==> config.mk <==
export PLATFORM = sky130hd
export DESIGN_NAME = bram_port_arbiter
export DESIGN_NICKNAME = d
export VERILOG_FILES = /design/src/rtl/bram_port_arbiter.sv
export SDC_FILE = /design/constraint.sdc
export NUM_CORES = 1
export LEC_CHECK = 0
export BUFFER_PORTS_ARGS = -buffer_cell sky130_fd_sc_hd__clkbuf_2
export CAP_MARGIN = 10
export CORE_ASPECT_RATIO = 1.25
export CORE_UTILIZATION = 40
export CTS_CLUSTER_SIZE = 12
export DETAILED_ROUTE_END_ITERATION = 8
export PLACE_DENSITY = 0.78
export SLEW_MARGIN = 5
export SYNTH_ARGS = -nofsm -noshare
export SYNTH_HDL_FRONTEND = slang
export SYNTH_SLANG_ARGS = --single-unit
==> constraint.sdc <==
create_clock -name clk -period 4 [get_ports clk]
set_clock_uncertainty 0.05 [all_clocks]
set_input_delay 0.8 -clock clk [delete_from_list [all_inputs] [get_ports clk]]
set_output_delay 0.8 -clock clk [all_outputs]
set_load 0.02 [all_outputs]
==> src/rtl/bram_port_arbiter.sv <==
// bram_port_arbiter
//   Shares BRAM port A between two requesters with round-robin arbitration.
//   One transaction runs IDLE -> ACCESS -> CAPTURE -> ACK. The BRAM samples
//   the port at the end of ACCESS. Its registered output is captured in
//   CAPTURE, and the owner's ack pulses for the single ACK cycle.
//
// Ports
//   clk, rst              clock, synchronous active-high reset
//   req/we/addr/wdata0,1  requester side; held stable until ack
//   ack0, ack1            one-cycle completion pulse
//   rdata0, rdata1        read result, held between acks
//   mem_we/addr/data      BRAM port A drive (registered)
//   mem_q                 BRAM port A read data (valid cycle after address edge)
//   busy                  high whenever the FSM is not in IDLE
module bram_port_arbiter #(
   parameter int ADDR_W = 10,
   parameter int DATA_W = 16
) (
   input  logic              clk,
   input  logic              rst,
   input  logic              req0,
   input  logic              req1,
   input  logic              we0,
   input  logic              we1,
   input  logic [ADDR_W-1:0] addr0,
   input  logic [ADDR_W-1:0] addr1,
   input  logic [DATA_W-1:0] wdata0,
   input  logic [DATA_W-1:0] wdata1,
   output logic              ack0,
   output logic              ack1,
   output logic [DATA_W-1:0] rdata0,
   output logic [DATA_W-1:0] rdata1,
   output logic              mem_we,
   output logic [ADDR_W-1:0] mem_addr,
   output logic [DATA_W-1:0] mem_data,
   input  logic [DATA_W-1:0] mem_q,
   output logic              busy
);

   typedef enum logic [1:0] {IDLE, ACCESS, CAPTURE, ACK} state_t;

   state_t            state, state_nx;
   logic              owner, owner_nx;
   logic              last, last_nx;
   logic              op_we, op_we_nx;   // owner's direction; mem_we is already low in CAPTURE
   logic              winner;
   logic              mem_we_nx;
   logic [ADDR_W-1:0] mem_addr_nx;
   logic [DATA_W-1:0] mem_data_nx;
   logic              ack0_nx, ack1_nx;
   logic [DATA_W-1:0] rdata0_nx, rdata1_nx;
   logic              busy_nx;

   // On a tie the requester that was not served last wins.
   assign winner = (req0 && req1) ? ~last : req1;

   always_comb begin
      state_nx    = state;
      owner_nx    = owner;
      last_nx     = last;
      op_we_nx    = op_we;
      mem_we_nx   = 1'b0;
      mem_addr_nx = mem_addr;
      mem_data_nx = mem_data;
      ack0_nx     = 1'b0;
      ack1_nx     = 1'b0;
      rdata0_nx   = rdata0;
      rdata1_nx   = rdata1;
      case (state)
         IDLE: begin
            if (req0 || req1) begin
               owner_nx    = winner;
               last_nx     = winner;
               op_we_nx    = winner ? we1 : we0;
               mem_we_nx   = winner ? we1 : we0;
               mem_addr_nx = winner ? addr1 : addr0;
               mem_data_nx = winner ? wdata1 : wdata0;
               state_nx    = ACCESS;
            end
         end
         ACCESS: begin
            state_nx = CAPTURE;
         end
         CAPTURE: begin
            if (!op_we) begin
               if (owner) rdata1_nx = mem_q;
               else       rdata0_nx = mem_q;
            end
            ack0_nx  = ~owner;
            ack1_nx  = owner;
            state_nx = ACK;
         end
         ACK: begin
            // Return through IDLE so the owner's req is only re-sampled
            // after it has seen ack and had an edge to drop it.
            state_nx = IDLE;
         end
         default: state_nx = IDLE;
      endcase
      busy_nx = (state_nx != IDLE);
   end

   always_ff @(posedge clk) begin
      if (rst) begin
         state    <= IDLE;
         owner    <= 1'b0;
         last     <= 1'b1;
         op_we    <= 1'b0;
         mem_we   <= 1'b0;
         mem_addr <= '0;
         mem_data <= '0;
         ack0     <= 1'b0;
         ack1     <= 1'b0;
         rdata0   <= '0;
         rdata1   <= '0;
         busy     <= 1'b0;
      end else begin
         state    <= state_nx;
         owner    <= owner_nx;
         last     <= last_nx;
         op_we    <= op_we_nx;
         mem_we   <= mem_we_nx;
         mem_addr <= mem_addr_nx;
         mem_data <= mem_data_nx;
         ack0     <= ack0_nx;
         ack1     <= ack1_nx;
         rdata0   <= rdata0_nx;
         rdata1   <= rdata1_nx;
         busy     <= busy_nx;
      end
   end

endmodule

* After elaboration in Yosys (flattened, before gate mapping) *
Cells that the tools add are included.

word-level totals
  register bits = 67
  bits of input ports = 74
  output and inout bits = 62
  word-level logic and storage cells = 36

cells by class
  eq/ne operators = 3
  muxes and demuxes = 6
  bitwise operators = 6
  reductions and logical operators = 9

operators by type and width
  operator            number
  $mux 16             1
  $mux 10             1
  $pmux 2 s4          1
  $not 1->1           6
  $reduce_and 3->1    2
  $eq 2x2->1 const B  2
  $reduce_or 3->1     1
  $eq 2x1->1 const B  1
  $logic_not 2->1     1
  $mux 1              2
  $mux 2              1
  $reduce_and 2->1    1
  $reduce_bool 2->1   1
  $reduce_or 2->1     1
  $logic_and 1x1->1   1
  $logic_or 1x1->1    1

* Longest topological paths before layout *
Gate-level depths: netlist of run 1.

  word-level depth = 4
  mapped depth = 7
  mapped depth without buffers = 5

* Least setup slack after synthesis of run 1 *
Ideal clock, no wire load.

  path kind = input to register
  start point = input port req0
  end point = register mem_addr[0]
  library setup time = 0.146 ns
  data arrival time = 1.609 ns
  required time = 3.804 ns
  slack = 2.195 ns
  cell stages on the path = 6
  path buffers = 3
  cells stage by stage = clkbuf_2 -> a21bo_2 -> buf_4 -> buf_2 -> nand2_1 -> a211oi_2

on the way
  longest elaborated chain between the ends = 3
  elaborated cells on any way between the ends = 5
  those cells by class = mux (2); reduce/logical (3)

RTL lines
  what                  line  RTL
  start, declared       21    input logic req0,
  $logic_and 1x1->1     55    assign winner = (req0 && req1) ? ~last : req1;
  $mux 1                55
  $mux 10               76    mem_addr_nx = winner ? addr1 : addr0;
  end signal, assigned  123   mem_addr <= mem_addr_nx;
  end, declared         34    output logic [ADDR_W-1:0] mem_addr,

Parallel ways exist; a longest one is shown, timed or not.
A chain may end at the register's enable or synchronous reset.

* Worst setup path in the final report of run 1 *
  start point = register state[0]
  end point = register mem_data[3]

on the way
  longest elaborated chain between the ends = 2

RTL lines
  what                               line  RTL
  start, declared                    42    state_t state, state_nx;
  start signal, assigned             118   state <= state_nx;
  $logic_not 2->1                    69    case (state)
  $reduce_and 2->1 (no source line)  n/a
  end signal, assigned               124   mem_data <= mem_data_nx;
  end, declared                      35    output logic [DATA_W-1:0] mem_data,

No other way between the ends.

==> run summary, run 1 <==
The die height is 94.14 microns. The largest total area in the synthesized netlist belongs to sky130_fd_sc_hd__dfxtp_1. The most instantiated flip-flop cell in the synthesis netlist is sky130_fd_sc_hd__dfxtp_1.

The worst path arrival time came out at 2.26 ns. The number of nets in the synthesized netlist came out at 397. The overall die area came out at 7126 sq um. The number of buffers added by the clock tree synthesis step came out at 9.

The dominant combinational cell family by area after synthesis is compound AO/OA/AOI/OAI gates. The count of boundary I/O pins is 136. Sorting the synthesized cells by how often they occur yields sky130_fd_sc_hd__nand2_1, sky130_fd_sc_hd__dfxtp_1, sky130_fd_sc_hd__a21oi_1. The final hold violation count came to 0. The worst-margin pin slew came out at 1.033 ns.

Entering global routing, the biggest net connects 36 pins. The origin of the critical flop-to-flop path is state[0]$_SDFF_PP0_. The share of synthesized cell area in full adder, half adder and majority cells is 0.009212. The met1 wire length came out at 3027 microns. The post-layout minimum cycle time is 2.080 ns. The critical-path maximum fanout is 28.

The post-layout utilization of the core is 0.5519. The overall power after layout came out at 2.550 mW. The part of the Yosys area used for sequential elements is 0.4938. Buffers inserted to repair hold after CTS numbered 0. The critical path is of the reg -> reg type.

The floorplan has 33 rows. Headroom to the max-slew limit came out at 0.3085. After clock tree synthesis, the clock-pin slew on the worst setup and hold paths is 0.07 ns. The TritonCTS clock tree is built.

The antenna diode instance count is 0. STA classifies the critical path endpoint as a flop. The post-detailed-route via-to-cell ratio is 4.979. The share of post-route cells with drive strength above 1 is 0.3929.

Setup repair after global routing left no endpoint under its margin. The die outline width is 75.71 microns. After the last flow step, the layout net total stands at 519. The total of fill cells in the finished design is 604. The number of antenna violations at the first check in global routing came out at 0.

The total count of max-transition violations in the final report is 0. The length in cells of the worst reg-to-reg path came out at 5. Synthesis produced 321 cells. Yosys attributes the largest share of cell area to sky130_fd_sc_hd__dfxtp_1, sky130_fd_sc_hd__nand2_1, sky130_fd_sc_hd__a21oi_1, sky130_fd_sc_hd__a211oi_2, sky130_fd_sc_hd__nor2_1. For this run, the number of Yosys warnings is 0. The cell area after synthesis is 2716 sq um.

The routed wire length is 7000 microns. The DRC violations left is 0. Setup violations remaining at the end of the flow were counted as 0. In this run the worst setup path terminates at mem_data[3]$_SDFFE_PP0P_. The number of detailed-routing iterations run before antenna repair is 4. The flow ran to the end, and the final reports show no timing, DRC or antenna violations. Post-CTS timing repair inserted 0 buffers for setup.

The required time of the critical path is 4.18 ns. In this run the critical register-to-register path is captured at mem_data[3]$_SDFFE_PP0P_. The critical path startpoint category is a flop.

In this run the register-to-register setup slack is 1.92 ns. Signal routing reaches up to met4. The xor/xnor cell area share of the yosys netlist is 0. The post-cts resize count is 0.

In the synthesized netlist the async set-or-reset flop fraction comes to 0. In the global route stage, overall resource usage came out at 0.1992. The worst vdd rail ir drop is 314.3 uV. The fraction of the mapped netlist area in compound gates is 0.2464.

The clock tree root buffer cell is sky130_fd_sc_hd__clkbuf_8. The most numerous cell in the Yosys netlist is sky130_fd_sc_hd__nand2_1. The initial detailed-routing violation count came out at 88. The total of flip-flops plus latches after synthesis came out at 67. The path class of the tightest hold or removal check is reg -> reg. The wire-length estimate of the detail-placed layout is 4949 microns. The fraction of synthesized cell area taken by the top area cell type came out at 0.4938.

Yosys mapped a number of flops with a built-in enable equal to 0. The number of port buffers is 135. The ratio of final minimum period to clock period came out at 0.5199. The average instance in the mapped netlist occupies 8.462 sq um. The length of routed met2 wiring is 3290 microns. The clock tree synthesis step divided the H-tree into 3 levels. The standard cell core area came out at 6565 sq um. The max-capacitance violation count is 0. The maximum buffer depth of the clock tree came out at 2. The routability-driven placement congestion ratio is 0.7538. Summed over all failing endpoints, the final setup total negative slack is 0 ns. The proportion of synthesized area in mux cells is 0.003685. The netlist uses 29 different library cells. The standby leakage power is 1.650 nW. For this configuration, the core starts out at a cell density of 0.4138. Based on the critical path, the design can be clocked at up to 0.4809 GHz. The area overhead of the layout relative to synthesis came out at 33.39%. The global-route wire length before repair came out at 10,700 microns. The critical path starts at state[0]$_SDFF_PP0_. The clock latency on the worst-skew pair is 0.33 ns. Of the total synthesized cell area, the portion taken by AND, OR, NAND and NOR gates is 0.1935.

The power per unit of standard cell area came out at 703.8 nW/um^2. The number of nets still failing antenna checks after routing is 0. The via count of the first global-routing pass is 2,449. The overflow left after global routing is 0. For this design, the sink count on the clock tree is 67. The overall via count from detail_route came out at 2,664.

The routed length on met3 came out at 544 microns. The average wire per cell in the routed design came out at 13.08 microns.
kinds of logic after synthesis:
kind of cell / after synthesis
compound gates: 94
simple gates: 129
fa+ha+maj: 2
flops: 67
mux: 1
buf+inv: 28
critical path, stage by stage, from the launching register on:
cell,delay (ns)
sky130_fd_sc_hd__dfxtp_1,0.31
sky130_fd_sc_hd__inv_1,0.07
sky130_fd_sc_hd__ha_1,0.32
sky130_fd_sc_hd__o21a_1,0.86
sky130_fd_sc_hd__nor2_1,0.10
sky130_fd_sc_hd__a211oi_1,0.26
registers in the layout, summed over array words and instances, names as in the netlist:
signal	flops
mem_data	16
mem_addr	10
mem_we	1
op_we	1
owner	1
ack1	1
last	1
rdata1	16
ack0	1
busy	1
rdata0	16
state	2
layout by cell type (no fill, tap or decap):
master | Yosys | routed
sky130_fd_sc_hd__inv_6 | 0 | 1
sky130_fd_sc_hd__or4b_1 | 1 | 1
sky130_fd_sc_hd__nor2_1 | 30 | 30
sky130_fd_sc_hd__nor3b_1 | 1 | 1
sky130_fd_sc_hd__clkinvlp_4 | 0 | 1
sky130_fd_sc_hd__or3b_1 | 1 | 1
sky130_fd_sc_hd__clkbuf_8 | 0 | 10
sky130_fd_sc_hd__a211oi_1 | 8 | 8
sky130_fd_sc_hd__and3b_1 | 2 | 2
sky130_fd_sc_hd__o21ai_4 | 1 | 1
sky130_fd_sc_hd__nand2_1 | 90 | 90
sky130_fd_sc_hd__a21bo_2 | 1 | 1
sky130_fd_sc_hd__a22oi_1 | 1 | 1
sky130_fd_sc_hd__mux2i_1 | 1 | 1
sky130_fd_sc_hd__o21ai_0 | 1 | 1
sky130_fd_sc_hd__clkinv_2 | 0 | 1
sky130_fd_sc_hd__nand3b_1 | 1 | 1
sky130_fd_sc_hd__nor3_1 | 1 | 1
sky130_fd_sc_hd__dfxtp_1 | 67 | 67
sky130_fd_sc_hd__o21a_1 | 1 | 1
sky130_fd_sc_hd__nor3b_2 | 1 | 1
sky130_fd_sc_hd__a21oi_1 | 60 | 60
sky130_fd_sc_hd__inv_1 | 3 | 3
sky130_fd_sc_hd__clkbuf_2 | 2 | 135
sky130_fd_sc_hd__ha_1 | 2 | 2
sky130_fd_sc_hd__a211oi_2 | 19 | 19
sky130_fd_sc_hd__bufinv_16 | 0 | 3
sky130_fd_sc_hd__a21boi_4 | 1 | 1
sky130_fd_sc_hd__a31oi_1 | 1 | 1
sky130_fd_sc_hd__or2_2 | 1 | 1
sky130_fd_sc_hd__buf_4 | 3 | 1
routing by layer:
metal  track usage  vias up
li1              -     1320
met1        0.2130     1198
met2        0.3490      131
met3       0.05794       15
met4       0.09568        0
met5             0        -
per-stage QoR:
stage | cells | setup slack (ns) | area, sq um | hold slack (ns)
4_1_cts | 535 | 1.877 | 3623 | 0.4092
3_3_place_gp | 519 | 1.724 | 3374 | 0.3909
3_5_place_dp | 519 | 1.624 | 3374 | 0.3990
2_1_floorplan | 321 | 2.195 | 2716 | 0.4622
5_1_grt | 535 | 1.686 | 3623 | 0.4295
6_report | 535 | 1.920 | 3623 | 0.4068
power breakdown:
part	switching [mW]	internal, mW	total, mW
registers	0.0901	0.826	0.916
logic	0.617	0.326	0.943
clock network	0.259	0.432	0.691
final cells by class:
cell class,instances,area [sq um],share of cell area
Sequential cell,67,1341,0.3702
Multi-Input combinational cell,226,1230,0.3394
Timing Repair Buffer,136,683.2,0.1885
Clock buffer,10,137.6,0.03798
Clock inverter,6,111.4,0.03073
Tap cell,87,108.9,0.03004
Inverter,3,11.26,0.003108
worst min path at each step:
stage                             from                      end  slack, ns  cells past startpoint
2_1_floorplan       op_we$_SDFFE_PP0P_       op_we$_SDFFE_PP0P_       0.46                      2
3_5_place_dp   rdata0[14]$_SDFFE_PP0P_  rdata0[14]$_SDFFE_PP0P_       0.40                      2
3_3_place_gp    rdata0[5]$_SDFFE_PP0P_   rdata0[5]$_SDFFE_PP0P_       0.39                      2
4_1_cts        rdata1[12]$_SDFFE_PP0P_  rdata1[12]$_SDFFE_PP0P_       0.41                      2
5_1_grt        rdata0[14]$_SDFFE_PP0P_  rdata0[14]$_SDFFE_PP0P_       0.43                      2
6_report       rdata1[10]$_SDFFE_PP0P_  rdata1[10]$_SDFFE_PP0P_       0.41                      2
No activity file was read; power rests on OpenSTA's default activity.
==> run 2: changes to the inputs <==
--- a/config.mk
+++ b/config.mk
@@ -11,7 +11,7 @@
 export CORE_UTILIZATION = 40
 export CTS_CLUSTER_SIZE = 12
 export DETAILED_ROUTE_END_ITERATION = 8
-export PLACE_DENSITY = 0.78
+export PLACE_DENSITY = 0.81
 export SLEW_MARGIN = 5
 export SYNTH_ARGS = -nofsm -noshare
 export SYNTH_HDL_FRONTEND = slang
==> constraint.sdc (replaced) <==
create_clock -name clk -period 1.75 [get_ports clk]
set_clock_uncertainty 0.05 [all_clocks]
set_input_delay 0.35 -clock clk [delete_from_list [all_inputs] [get_ports clk]]
set_output_delay 0.35 -clock clk [all_outputs]
set_load 0.02 [all_outputs]
==> run summary, run 2 (synthesis results as in run 1) <==
The number of nets still failing antenna checks after routing is 0 (unchanged). The post-CTS repair timing setup buffer count is 0 (unchanged). The number of hold buffers added after cts is 0 (unchanged). The timing-limited maximum frequency was 0.6305 GHz (was 0.4809 GHz).

The post-cts resize count was 0 (unchanged). The total count of max-transition violations in the final report came to 0 (unchanged). The standby leakage power was 1.692 nW (was 1.650 nW).

The overflow left after global routing came out at 0 (unchanged). The overall power after layout is 5.702 mW (was 2.550 mW). The headroom to the max-slew limit is 0.5083 (was 0.3085).

The number of clock sinks seen by CTS came out at 67 (unchanged). The clock latency on the worst-skew pair is 0.33 ns (about the same). The worst vdd rail ir drop came out at 783.9 uV (was 314.3 uV).

The worst-margin pin slew is 0.7348 ns (was 1.033 ns). The total routing usage reported by global routing came out at 0.2068 (was 0.1992). The DRC violations left came out at 0 (unchanged). The TritonCTS clock tree is built (unchanged). The share of post-route cells with drive strength above 1 came out at 0.4092 (was 0.3929). The die height came out at 94.14 microns (unchanged). The final hold violation count is 0 (unchanged). The clock input transition at the sequential cells of the worst setup and hold paths is 0.08 ns (was 0.07 ns).

The non-filler instance count after layout came to 544 (was 535). The net count of the finished layout was 528 (was 519). The start point of the worst min-delay path is wdata0[2] (was rdata1[10]$_SDFFE_PP0P_). Top library cells by usage in the layout, fill and taps aside: sky130_fd_sc_hd__clkbuf_2, sky130_fd_sc_hd__nand2_1, sky130_fd_sc_hd__dfxtp_1, sky130_fd_sc_hd__a21oi_1, sky130_fd_sc_hd__nor2_1 (unchanged).

The type of destination of the critical path was a flop (unchanged). The via count of the first global-routing pass is 2,582 (was 2,449). The number of port buffers is 135 (unchanged).

The antenna diode instance count came out at 0 (unchanged). The total placed cells including tap cells came out at 528 (was 519). The power per unit of standard cell area is 1543 nW/um^2 (was 703.8 nW/um^2). The number of rows created at floorplan is 33 (unchanged). The number of buffers added by the clock tree synthesis step came out at 9 (unchanged). The die outline width came to 75.71 microns (unchanged).

The effective utilization at floorplan is 0.4138 (unchanged). The critical setup path kind is reg -> reg (unchanged). The post-detailed-placement half-perimeter wirelength came to 5444 microns (was 4949 microns).

The overall die area is 7126 sq um (unchanged). The critical-path maximum fanout came to 7 (was 28). Status: finished, final reports clean (unchanged). The routed wire length is 7263 microns (was 7000 microns). The pin count of the biggest net entering global routing is 29 (was 36). The number of failing setup endpoints in the final timing report was 0 (unchanged). RSZ-0062 raised after global routing: false (unchanged).

The origin of the critical flop-to-flop path is state[0]$_SDFF_PP0_ (unchanged). The register-to-register setup slack is 0.16 ns (was 1.92 ns). The final setup TNS is 0 ns (unchanged).

The count of boundary I/O pins is 136 (unchanged). The number of detailed-routing iterations run before antenna repair is 4 (unchanged). The worst path arrival time is 1.76 ns (was 2.26 ns). The overall via count from detail_route is 2,724 (was 2,664). The required time of the critical path came out at 1.92 ns (was 4.18 ns).

The length in cells of the worst reg-to-reg path is 5 (unchanged). The reg-to-reg critical path endpoint is busy$_SDFF_PP0_ (was mem_data[3]$_SDFFE_PP0P_). The start point of the critical path is state[0]$_SDFF_PP0_ (unchanged). The endpoint of the most critical setup path was busy$_SDFF_PP0_ (was mem_data[3]$_SDFFE_PP0P_).

The max-capacitance violation count is 0 (unchanged). The area overhead of the layout relative to synthesis was 36.02% (was 33.39%). The post-detailed-route via-to-cell ratio came out at 5.007 (was 4.979). The worst hold slack after final layout was 0.1889 ns (was 0.4068 ns).

Biggest regs: mem_data: 16 flops, rdata0: 16 flops, rdata1: 16 flops (unchanged). The initial detailed-routing violation count came out at 101 (was 88). The average wire per cell in the routed design is 13.35 microns (was 13.08 microns).

The maximum buffer depth of the clock tree came out at 2 (unchanged). The clock tree root buffer cell is sky130_fd_sc_hd__clkbuf_8 (unchanged). The total of fill cells in the finished design came out at 619 (was 604). The number of antenna violations at the first check in global routing is 0 (unchanged). The path type of the worst min-delay path is in -> reg (was reg -> reg). The routability-driven placement congestion ratio is 0.7384 (was 0.7538). The critical path startpoint category was a flop (unchanged). The standard cell core area is 6565 sq um (unchanged).

The post-layout minimum cycle time came to 1.586 ns (was 2.080 ns). The global-route wire length before repair is 11,150 microns (was 10,700 microns). The ratio of final minimum period to clock period is 0.9063 (was 0.5199).

The most common cell after layout, fill and taps aside is sky130_fd_sc_hd__clkbuf_2 (unchanged). The H-tree depth is 3 (unchanged).
[run 2: cell types whose count changed in the layout (fill, tap and decap cells not counted), sizes merged]
cell / delta
buf: +9
clkinv: +1
bufinv: -2
clkbuf: +1
[run 2: cell type report]
type	count	area, sq um	area share
sequential	67	1341	0.3630
multi-input combinational	226	1234	0.3339
timing repair buffer	145	788.3	0.2133
clock buffer	11	151.4	0.04098
tap	87	108.9	0.02946
clock inverter	5	60.06	0.01625
inverter	3	11.26	0.003048
[run 2: per-layer routing]
metal | global-route usage | routed length, microns
met1 | 0.2060 | 2954
met2 | 0.3847 | 3565
met3 | 0.06116 | 593
met4 | 0.08642 | 150
met5 | 0 | 0
[run 2: report_power, final]
part           internal (mW)  switching, mW  total (mW)
Sequential              1.89          0.215        2.10
Combinational          0.843           1.42        2.26
Clock                  0.741          0.595        1.34
[run 2: worst max-delay path, cell delays in order, from the launching register on]
cell,delay [ns]
sky130_fd_sc_hd__dfxtp_1,0.32
sky130_fd_sc_hd__inv_1,0.07
sky130_fd_sc_hd__ha_1,0.32
sky130_fd_sc_hd__or4b_1,0.48
sky130_fd_sc_hd__o21ai_0,0.14
sky130_fd_sc_hd__a21oi_1,0.10
[run 2: worst min path at each step]
stage | to | slack, ns | cells after the start
after detailed placement | rdata1[4]$_SDFFE_PP0P_ | 0.40 | 2
after global placement | rdata0[13]$_SDFFE_PP0P_ | 0.39 | 2
after global routing | rdata0[12]$_SDFFE_PP0P_ | 0.19 | 3
final | mem_data[2]$_SDFFE_PP0P_ | 0.19 | 3
after CTS | rdata1[3]$_SDFFE_PP0P_ | 0.18 | 3
after floorplan | rdata0[10]$_SDFFE_PP0P_ | 0.44 | 2
[run 2: per-stage QoR]
stage | instance area (sq um) | setup WS [ns] | util
6_report | 3695 | 0.1640 | 0.5628
5_1_grt | 3695 | 0.04763 | 0.5628
4_1_cts | 3691 | 0.06733 | 0.5622
3_5_place_dp | 3480 | 0.08940 | 0.5300
3_3_place_gp | 3480 | 0.1355 | 0.5300
2_1_floorplan | 2716 | 0.2313 | -
==> run 3: changes to the inputs <==
--- a/config.mk
+++ b/config.mk
@@ -5,13 +5,16 @@
 export SDC_FILE = /design/constraint.sdc
 export NUM_CORES = 1
 export LEC_CHECK = 0
+export ABC_AREA = 1
 export BUFFER_PORTS_ARGS = -buffer_cell sky130_fd_sc_hd__clkbuf_2
 export CAP_MARGIN = 10
+export CELL_PAD_IN_SITES_DETAIL_PLACEMENT = 0
+export CELL_PAD_IN_SITES_GLOBAL_PLACEMENT = 1
 export CORE_ASPECT_RATIO = 1.25
-export CORE_UTILIZATION = 40
+export CORE_UTILIZATION = 29
 export CTS_CLUSTER_SIZE = 12
 export DETAILED_ROUTE_END_ITERATION = 8
-export PLACE_DENSITY = 0.81
+export PLACE_DENSITY = 0.84
 export SLEW_MARGIN = 5
 export SYNTH_ARGS = -nofsm -noshare
 export SYNTH_HDL_FRONTEND = slang
==> run summary, run 3 <==
The number of antenna violations at the first check in global routing is 0 (unchanged). The type of destination of the critical path is a flop (unchanged). The most common cell after layout, fill and taps aside is sky130_fd_sc_hd__clkbuf_2 (unchanged).

The die outline width is 93.34 microns (was 75.71 microns). The simple logic cell fraction of the synthesized area is 0.3326 (was 0.1935). The number of enable-type register cells in the synthesized netlist is 0 (unchanged). The path type of the worst min-delay path is in -> reg (unchanged).

The met1 wire length is 3419 microns (was 2954 microns). The number of distinct library cells after synthesis came out at 21 (was 29). The cell area after synthesis is 3024 sq um (was 2716 sq um).

The headroom to the max-slew limit is 0.7337 (was 0.5083). The fraction of power consumed by combinational cells is 0.405 (was 0.397). The number of port buffers is 135 (unchanged). The antenna diode instance count came out at 0 (unchanged). The number of nets still failing antenna checks after routing is 0 (unchanged).

The share of synthesized cell area in full adder, half adder and majority cells is 0.008275 (was 0.009212). The pin count of the biggest net entering global routing came to 52 (was 29). The most instantiated flip-flop cell in the synthesis netlist is sky130_fd_sc_hd__dfxtp_1 (unchanged). The async set or reset register ratio after synthesis came out at 0 (unchanged). The die height is 116.2 microns (was 94.14 microns). The fraction of the mapped netlist area in compound gates came to 0.1233 (was 0.2464). The family with the most delay on the worst path is simple AND/OR/NAND/NOR gates (unchanged). The fraction of power consumed by sequential logic is 0.323 (was 0.369). The total count of max-transition violations in the final report is 0 (unchanged). The critical path startpoint category was a flop (unchanged). The ratio of final minimum period to clock period came out at 0.8462 (was 0.9063). The H-tree depth came to 3 (unchanged). The final setup TNS is 0 ns (unchanged). The area overhead of the layout relative to synthesis is 36.66% (was 36.02%). The dominant combinational cell family by area after synthesis is simple AND/OR/NAND/NOR gates (was compound AO/OA/AOI/OAI gates). The via count of the first global-routing pass is 2,716 (was 2,582).

The standard cell core area was 10,110 sq um (was 6565 sq um). The post-layout minimum cycle time came to 1.481 ns (was 1.586 ns). The number of hold buffers added after cts came out at 0 (unchanged). The total routing usage reported by global routing is 0.1473 (was 0.2068). The count of boundary I/O pins was 136 (unchanged). The clock input transition at the sequential cells of the worst setup and hold paths came out at 0.05 ns (was 0.08 ns). The internal portion of total power was 4.232 mW (was 3.472 mW).

The post-cts resize count came out at 0 (unchanged). The critical setup path kind is reg -> reg (unchanged). The overall die area came to 10,840 sq um (was 7126 sq um). The average wire per cell in the routed design was 11.07 microns (was 13.35 microns). The worst-path cell with the longest stage delay is sky130_fd_sc_hd__ha_1 (was sky130_fd_sc_hd__or4b_1). The length of routed met2 wiring came out at 3368 microns (was 3565 microns). The overall via count from detail_route came out at 3,047 (was 2,724).

Top library cells by usage in the layout, fill and taps aside: sky130_fd_sc_hd__clkbuf_2, sky130_fd_sc_hd__nor2_1, sky130_fd_sc_hd__nand2_1, sky130_fd_sc_hd__dfxtp_1, sky130_fd_sc_hd__nand3_1 (was sky130_fd_sc_hd__clkbuf_2, sky130_fd_sc_hd__nand2_1, sky130_fd_sc_hd__dfxtp_1, sky130_fd_sc_hd__a21oi_1, sky130_fd_sc_hd__nor2_1). The overall power after layout is 6.871 mW (was 5.702 mW). The clock tree root buffer cell was sky130_fd_sc_hd__clkbuf_16 (was sky130_fd_sc_hd__clkbuf_8). The timing-limited maximum frequency came to 0.6753 GHz (was 0.6305 GHz). The number of nets in the synthesized netlist came out at 513 (was 397). The worst vdd rail ir drop came out at 464.6 uV (was 783.9 uV). The number of buffers added by the clock tree synthesis step is 9 (unchanged). The average instance area after synthesis is 6.920 sq um (was 8.462 sq um). The part of the Yosys area used for sequential elements is 0.4435 (was 0.4938). The power per unit of standard cell area is 1663 nW/um^2 (was 1543 nW/um^2). The number of clock sinks seen by CTS came out at 67 (unchanged). The proportion of synthesized area in mux cells came out at 0 (was 0.003685). The dominant cell type by area after synthesis was sky130_fd_sc_hd__dfxtp_1 (unchanged).

The post-CTS repair timing setup buffer count came out at 0 (unchanged). The net count of the finished layout is 642 (was 528). The routed length on met3 came out at 792 microns (was 593 microns). The synthesis warning total came to 0 (unchanged). Status: finished, final reports clean (unchanged). The routed wire length came to 7740 microns (was 7263 microns). The number of rows created at floorplan came to 41 (was 33). The share of post-route cells with drive strength above 1 is 0.3070 (was 0.4092).

The clock share of power came out at 0.272 (was 0.234). The net switching power figure came to 2.639 mW (was 2.230 mW). Series of cell instances along the critical path: inv_1 > ha_1 > inv_2 > nor2_4 > buf_12 > nand2_1 > nor2_1 > nor2_1 (was inv_1 > ha_1 > or4b_1 > o21ai_0 > a21oi_1). The critical-path maximum fanout came to 20 (was 7). The number of detailed-routing iterations run before antenna repair came out at 4 (unchanged). The flip-flop and latch area was 1341 sq um (unchanged). The overflow left after global routing came out at 0 (unchanged). The total of flip-flops plus latches after synthesis came out at 67 (unchanged). The count of buffer and inverter cells on the critical path came to 3 (was 1). The post-detailed-placement half-perimeter wirelength was 5851 microns (was 5444 microns).

The max-capacitance violation count is 0 (unchanged). The TritonCTS clock tree is built (unchanged). RSZ-0062 raised after global routing: false (unchanged). The required time of the critical path was 1.92 ns (about the same). The effective utilization at floorplan is 0.2992 (was 0.4138). The routability-driven placement congestion ratio is 0.6959 (was 0.7384). The highest metal layer with signal wires is met4 (unchanged). Biggest regs: mem_data: 16 flops, rdata0: 16 flops, rdata1: 16 flops (unchanged). The most numerous cell on the critical path is sky130_fd_sc_hd__nor2_1. The post-detailed-route via-to-cell ratio was 4.359 (was 5.007). The number of failing setup endpoints in the final timing report came out at 0 (unchanged). The maximum single-stage delay on the critical path was 0.30 ns (was 0.48 ns). The multi-input gate area in the final layout was 1408 sq um (was 1234 sq um). The total of fill cells in the finished design is 1,065 (was 619). The clock latency on the worst-skew pair came out at 0.32 ns (was 0.33 ns). The final hold violation count was 0 (unchanged). The most numerous cell in the Yosys netlist was sky130_fd_sc_hd__nor2_1 (was sky130_fd_sc_hd__nand2_1). The cell count after synthesis is 437 (was 321). The maximum buffer depth of the clock tree came out at 2 (unchanged). The worst path arrival time came out at 1.65 ns (was 1.76 ns). The fraction of synthesized cell area taken by the top area cell type came to 0.4435 (was 0.4938). The net switching share of the total power came out at 0.3841 (was 0.3911). Synth top cells by count: sky130_fd_sc_hd__nor2_1, sky130_fd_sc_hd__nand2_1, sky130_fd_sc_hd__dfxtp_1 (was sky130_fd_sc_hd__nand2_1, sky130_fd_sc_hd__dfxtp_1, sky130_fd_sc_hd__a21oi_1). The standby leakage power was 2.152 nW (was 1.692 nW). The initial detailed-routing violation count was 84 (was 101).

The DRC violations left is 0 (unchanged). Synth area leaders: sky130_fd_sc_hd__dfxtp_1, sky130_fd_sc_hd__nor2_1, sky130_fd_sc_hd__nand2_1, sky130_fd_sc_hd__a21boi_1, sky130_fd_sc_hd__nand3_1 (was sky130_fd_sc_hd__dfxtp_1, sky130_fd_sc_hd__nand2_1, sky130_fd_sc_hd__a21oi_1, sky130_fd_sc_hd__a211oi_2, sky130_fd_sc_hd__nor2_1). The xor/xnor cell area share of the yosys netlist came out at 0 (unchanged). The worst-margin pin slew is 0.3994 ns (was 0.7348 ns). The global-route wire length before repair is 12,440 microns (was 11,150 microns).
run 3: changes by cell type after synthesis, sizes merged, moves of 2 or more:
cell	change
and3b	-2
nor2	+93
a21boi	+25
a21oi	-59
nand3	+31
clkbuf	-5
inv	+31
a211oi	-27
nand2	+3
buf	+6
nor3b	-2
o21ai	+31
run 3: power by group through the flow:
stage	clock, mW	combinational, mW	sequential [mW]
after CTS	1.92	2.83	2.23
final	1.87	2.78	2.22
after global placement	0	2.78	2.25
after global routing	1.98	3.17	2.28
after detailed placement	0	2.82	2.26
after floorplan	0	1.45	2.74
run 3: area by class of cell:
type	count	share of cell area
timing repair buffer	144	0.1889
inverter	34	0.03088
tap	129	0.03906
multi-input combinational	310	0.3406
sequential	67	0.3246
clock inverter	1	0.007266
clock buffer	14	0.06873
run 3: kinds of logic (layout without fill, tap and decap cells):
| family | count (synthesis) | in the layout |
|---|---|---|
| adder cells (fa/ha/maj) | 2 | 2 |
| buffers and inverters | 60 | 193 |
| flip-flops | 67 | 67 |
| AND/OR/NAND/NOR | 247 | 247 |
| AO/OA/AOI/OAI | 61 | 61 |
run 3: through the flow:
step	hold slack, ns	area (sq um)	util	std cells	worst slack (ns)
after floorplan	0.3691	3024	-	437	0.4232
after global placement	0.3928	3819	0.3779	684	0.3102
after detailed placement	0.4040	3819	0.3779	684	0.2675
after CTS	0.1848	4133	0.4089	699	0.2614
after global routing	0.1937	4133	0.4089	699	0.1004
final	0.2010	4133	0.4089	699	0.2691
run 3: worst paths after layout:
kind                                          start                        to  slack [ns]  cells after the start
worst max-delay path            state[0]$_SDFF_PP0_  mem_addr[0]$_SDFFE_PP0P_        0.27                      8
worst min-delay path                            rst        owner$_SDFFE_PP0P_        0.20                      2
worst max register to register  state[0]$_SDFF_PP0_  mem_addr[0]$_SDFFE_PP0P_        0.27                      8
worst min register to register   owner$_SDFFE_PP0P_           ack0$_SDFF_PP0_        0.41                      1
run 3: worst register-to-register path, cell delays in order (launching register included):
cell and delay, ns:
sky130_fd_sc_hd__dfxtp_1 0.29, sky130_fd_sc_hd__inv_1 0.09, sky130_fd_sc_hd__ha_1 0.30, sky130_fd_sc_hd__inv_2 0.07, sky130_fd_sc_hd__nor2_4 0.14, sky130_fd_sc_hd__buf_12 0.16, sky130_fd_sc_hd__nand2_1 0.07, sky130_fd_sc_hd__nor2_1 0.15
sky130_fd_sc_hd__nor2_1 0.05
run 3: layer usage:
metal  global-route usage  vias to the layer above
li1                     -                     1618
met1               0.1770                     1284
met2               0.2363                      133
met3              0.04622                       12
met4              0.07692                        0
met5                    0                        -
